### src/rtl/pipe_ctrl.sv
// Pipeline hazard/stall controller: load-use bubbles, branch flushes, memory freeze with timeout.
// Define PIPE_CTRL_PERF_EN to add saturating stall/flush/freeze performance counters.
module pipe_ctrl #(
    parameter int MEM_TIMEOUT = 255,
    parameter int CNT_WID     = 32
) (
    input  logic       clk,
    input  logic       rst,
    input  logic       load_use,
    input  logic       branch_taken,
    input  logic       mem_busy,
    output logic       PC_Write,
    output logic       IF_ID_Write,
    output logic       IF_Flush,
    output logic       ID_Bubble,
    output logic       Pipe_Freeze,
    output logic       mem_err,
    output logic [1:0] state
`ifdef PIPE_CTRL_PERF_EN
    ,
    output logic [CNT_WID-1:0] stall_cnt,
    output logic [CNT_WID-1:0] flush_cnt,
    output logic [CNT_WID-1:0] freeze_cnt
`endif
);

    localparam int TW = $clog2(MEM_TIMEOUT + 1);
    localparam logic [TW-1:0] TMO_MAX = TW'(MEM_TIMEOUT);

    typedef enum logic [1:0] {
        RUN      = 2'd0,
        FREEZE   = 2'd1,
        REDIRECT = 2'd2,
        ERR      = 2'd3
    } state_t;

    state_t        cur_state, nxt_state;
    logic          pending, pending_nxt;
    logic [TW-1:0] tmo_cnt, tmo_cnt_nxt;

    always_ff @(posedge clk or posedge rst) begin
        if (rst) begin
            cur_state <= RUN;
            pending   <= 1'b0;
            tmo_cnt   <= '0;
        end else begin
            cur_state <= nxt_state;
            pending   <= pending_nxt;
            tmo_cnt   <= tmo_cnt_nxt;
        end
    end

    // Entering FREEZE restarts the count at 1 so the first frozen cycle is cycle 1.
    always_comb begin
        nxt_state   = cur_state;
        pending_nxt = pending;
        tmo_cnt_nxt = tmo_cnt;
        PC_Write    = 1'b1;
        IF_ID_Write = 1'b1;
        IF_Flush    = 1'b0;
        ID_Bubble   = 1'b0;
        Pipe_Freeze = 1'b0;
        if (rst) begin
            PC_Write    = 1'b0;
            IF_ID_Write = 1'b0;
            IF_Flush    = 1'b1;
            ID_Bubble   = 1'b1;
        end else begin
            unique case (cur_state)
                RUN: begin
                    if (mem_busy) begin
                        PC_Write    = 1'b0;
                        IF_ID_Write = 1'b0;
                        Pipe_Freeze = 1'b1;
                        tmo_cnt_nxt = TW'(1);
                        nxt_state   = FREEZE;
                    end else if (branch_taken) begin
                        IF_Flush = 1'b1;
                    end else if (load_use) begin
                        PC_Write    = 1'b0;
                        IF_ID_Write = 1'b0;
                        ID_Bubble   = 1'b1;
                    end
                end
                FREEZE: begin
                    if (mem_busy) begin
                        PC_Write    = 1'b0;
                        IF_ID_Write = 1'b0;
                        Pipe_Freeze = 1'b1;
                        if (branch_taken)
                            pending_nxt = 1'b1;
                        if (tmo_cnt == TMO_MAX)
                            nxt_state = ERR;
                        else
                            tmo_cnt_nxt = tmo_cnt + 1'b1;
                    end else if (pending || branch_taken) begin
                        // Back end released now; the front end waits for the redirect cycle.
                        PC_Write    = 1'b0;
                        IF_ID_Write = 1'b0;
                        pending_nxt = 1'b1;
                        nxt_state   = REDIRECT;
                    end else begin
                        nxt_state = RUN;
                        if (load_use) begin
                            PC_Write    = 1'b0;
                            IF_ID_Write = 1'b0;
                            ID_Bubble   = 1'b1;
                        end
                    end
                end
                REDIRECT: begin
                    if (mem_busy) begin
                        PC_Write    = 1'b0;
                        IF_ID_Write = 1'b0;
                        Pipe_Freeze = 1'b1;
                        tmo_cnt_nxt = TW'(1);
                        nxt_state   = FREEZE;
                    end else begin
                        IF_Flush    = 1'b1;
                        pending_nxt = 1'b0;
                        nxt_state   = RUN;
                    end
                end
                default: begin
                    PC_Write    = 1'b0;
                    IF_ID_Write = 1'b0;
                    Pipe_Freeze = 1'b1;
                end
            endcase
        end
    end

    assign mem_err = (cur_state == ERR);
    assign state   = cur_state;

`ifdef PIPE_CTRL_PERF_EN
    always_ff @(posedge clk or posedge rst) begin
        if (rst) begin
            stall_cnt  <= '0;
            flush_cnt  <= '0;
            freeze_cnt <= '0;
        end else begin
            if (ID_Bubble && (stall_cnt != '1))
                stall_cnt <= stall_cnt + 1'b1;
            if (IF_Flush && (flush_cnt != '1))
                flush_cnt <= flush_cnt + 1'b1;
            if (Pipe_Freeze && (freeze_cnt != '1))
                freeze_cnt <= freeze_cnt + 1'b1;
        end
    end
`else
    // Keeps CNT_WID referenced when the counters are compiled out.
    logic [CNT_WID-1:0] unused_cnt_wid;
    assign unused_cnt_wid = '0;
`endif

endmodule

### config.mk
export PLATFORM = sky130hd
export DESIGN_NAME = pipe_ctrl
export DESIGN_NICKNAME = d
export VERILOG_FILES = /design/src/rtl/pipe_ctrl.sv
export SDC_FILE = /design/constraint.sdc
export NUM_CORES = 1
export LEC_CHECK = 0
export ABC_AREA = 0
export CORE_MARGIN = 2
export CORE_UTILIZATION = 56
export DETAILED_ROUTE_END_ITERATION = 10
export GPL_TIMING_DRIVEN = 0
export PLACE_DENSITY_LB_ADDON = 0.05
export SYNTH_ARGS = -nofsm -noshare
export SYNTH_HDL_FRONTEND = slang
export SYNTH_SLANG_ARGS = --single-unit
### constraint.sdc
create_clock -name clk -period 6 [get_ports clk]
set_input_delay 1.2 -clock clk [delete_from_list [all_inputs] [get_ports clk]]
set_output_delay 1.2 -clock clk [all_outputs]
set_load 0.02 [all_outputs]
==> impl_metrics.yaml <==
min_path:
  hold_class: "reg2reg"
synthesis:
  yosysSeqAreaShare_pct: 31.7
  ys_ff_latch: 11
  synth_edf_count: 0
  netlist_area_um2: 870
  avgSynthCellArea_um2: 9.77
  ys_async_sr_fraction_pct: 100
  synthDistinctLibCells: 37
  yosys_most_used_dff: "dfrtp_1"
  syn_nets: 99
  yosys_warnings: 0
  synthCells: 89
critical_path:
  worstPathCellList: "clkdlybuf4s50_1 > or2b_1 > o21bai_1 > a21oi_1 > nor4_1 > buf_4 > clkdlybuf4s50_1"
  critical_path_class: "in2out"
  cp-end-kind: "output pin"
  cp_slowest_cell: "clkdlybuf4s50_1"
  arrival_ns: 3.12
  crit_path_start_kind: "input pin"
  critPathMaxStageDelay_ns: 0.59
  crit_required_ns: 4.80
  crit_top_cell: "clkdlybuf4s50_1"
  critical_path.max_fanout: 4
clock_network:
  cts_tree: "done"
  cts_inserted_buffers: 3
  cts_root_buffer: "clkbuf_4"
  clock-sinks: 11
  worstSkewPairLatency_ns: 0.27
  cts_setup_buffers: 0
  htree_levels: 1
  path_clk_slew_ns: 0.07
  cts_buffer_depth: 2
  cts_resized: 0
  hold_buffers: 0
floorplan:
  die_w_um: 43.4
  rows: 14
  core-area_um2: 1490
  dieArea_um2: 1880
  die_h_um: 43.4
  start_util_pct: 58.4
  io_pins: 13
final_layout:
  final_nets: 115
  syn2layout_area_growth_pct: 18.0
  drive_gt1_share_pct: 16.3
  nFillCells: 115
  mostFrequentLayoutCells: "clkdlybuf4s50_1 (11), dfrtp_1 (11), o31ai_1 (9), inv_1 (6)"
  fin_cells: 120
  n_antenna_cell: 0
sta:
  slew_headroom_pct: 58.9
  tightest_slew_ns: 0.616
  timing.setup.tns_ns: 0
  fin_crit_ns: 4.32
  fin_crit_sh_pct: 72.1
  setup_viol: 0
  hold_violations: 0
  rsz0062_at_grt: "false"
  fin_skew_ns: 0.00629
  max_freq_mhz: 231
  finalMaxSlewViolations: 0
grt:
  antenna_found_initial: 0
  grt_pass1_vias: 693
  grt_use_total_pct: 21.2
  grt_pass1_wl_um: 3020
  grt_max_degree: 17
  grt-ovfl-total: 0
placement:
  io_buffers: 11
  place.gp.congestion: 0.771
  hpwl_um: 1280
  dp.cells: 116
route:
  route.vias.total: 760
  firstDrtPassIters: 4
  ant_nets: 0
  drc: 0
  drt-initial-drc-count: 30
  wl_um: 1810
  vias_per_cell: 6.33
  wire_per_inst_um: 15.1
power_and_ir_drop:
  leakagePower_uw: 0.000447
  vdd_ir_drop_max_mv: 0.273
  power_density_nw_per_um2: 413
  power.total_uw: 424
status:
  status: "finished clean"
flow_run:
  max_cap_violations: 0
==> through the flow <==
step,utilization (%),area (µm²),setup slack [ns],hold slack [ns]
3_3_place_gp,67.1,1000,1.71,0.497
3_5_place_dp,67.1,1000,1.69,0.518
6_report,68.9,1030,1.68,0.528
2_1_floorplan,-,870,2.22,0.472
4_1_cts,68.9,1030,1.67,0.528
5_1_grt,68.9,1030,1.57,0.569
==> critical path: cells and delay by family <==
kind / cells / cell delay [ns]
AO/OA/AOI/OAI: 2 / 0.22
AND/OR/NAND/NOR: 2 / 0.51
buffers and inverters: 3 / 1.20
==> report_power, final <==
part           switching [µW]  internal [µW]  total [µW]
registers                27.0           92.8         120
clock network            26.2           25.7        51.9
logic                     141            111         252
==> path summary, 6_finish.rpt <==
kind	startpoint	end	slack, ns	cells past startpoint
setup / recovery	branch_taken	PC_Write	1.68	7
hold / removal	tmo_cnt[7]$_DFFE_PP0P_	tmo_cnt[7]$_DFFE_PP0P_	0.53	1
setup reg to reg	state[1]$_DFFE_PP0P_	tmo_cnt[0]$_DFFE_PP0P_	3.97	7
hold reg to reg	tmo_cnt[7]$_DFFE_PP0P_	tmo_cnt[7]$_DFFE_PP0P_	0.53	1
max in group asynchronous	rst	tmo_cnt[7]$_DFFE_PP0P_	4.21	2
min in group asynchronous	rst	tmo_cnt[3]$_DFFE_PP0P_	1.38	2
==> per-layer routing <==
layer | up-vias | wire [µm] | GRT usage (%)
met5 | - | 0 | 0
met4 | 0 | 28 | 10.9
met3 | 4 | 101 | 3.75
met2 | 28 | 828 | 32.8
met1 | 353 | 849 | 28.5
li1 | 375 | - | -
==> Yosys cell counts (3+ instances only) <==
cell / instances / area share [%]
a21oi_1: 5 / 2.9
a31oi_1: 3 / 2.2
buf_6: 3 / 3.9
dfrtp_1: 11 / 32
ha_1: 5 / 7.2
inv_1: 6 / 2.6
nand2_1: 3 / 1.3
nand3_1: 3 / 1.7
nor2_1: 4 / 1.7
o21ai_0: 4 / 2.3
o31ai_1: 9 / 7.8
o41ai_1: 3 / 3.0
==> flip-flops by register name, indices dropped and copies added, names as in the netlist <==
signal   flops
tmo_cnt      8
state        2
pending      1
==> final cells by class <==
| type | count | area (µm²) | area share (%) |
|---|---|---|---|
| Clock buffer | 4 | 26.3 | 2.56 |
| Buffer | 5 | 46.3 | 4.51 |
| Sequential cell | 11 | 275 | 26.8 |
| Inverter | 6 | 22.5 | 2.20 |
| Multi-Input combinational cell | 67 | 526 | 51.2 |
| Tap cell | 16 | 20.0 | 1.95 |
| Timing Repair Buffer | 11 | 110 | 10.7 |
==> cell families after synthesis <==
family                     Yosys count  synth area share [%]
AOI/OAI and AO/OA                   34                  32.2
DFF                                 11                  31.7
adders and majority gates            5                  7.19
and+or+nand+nor                     27                  19.3
muxes                                1                  1.73
buffers and inverters               11                  7.91
Power figures use the tool's default switching activity.
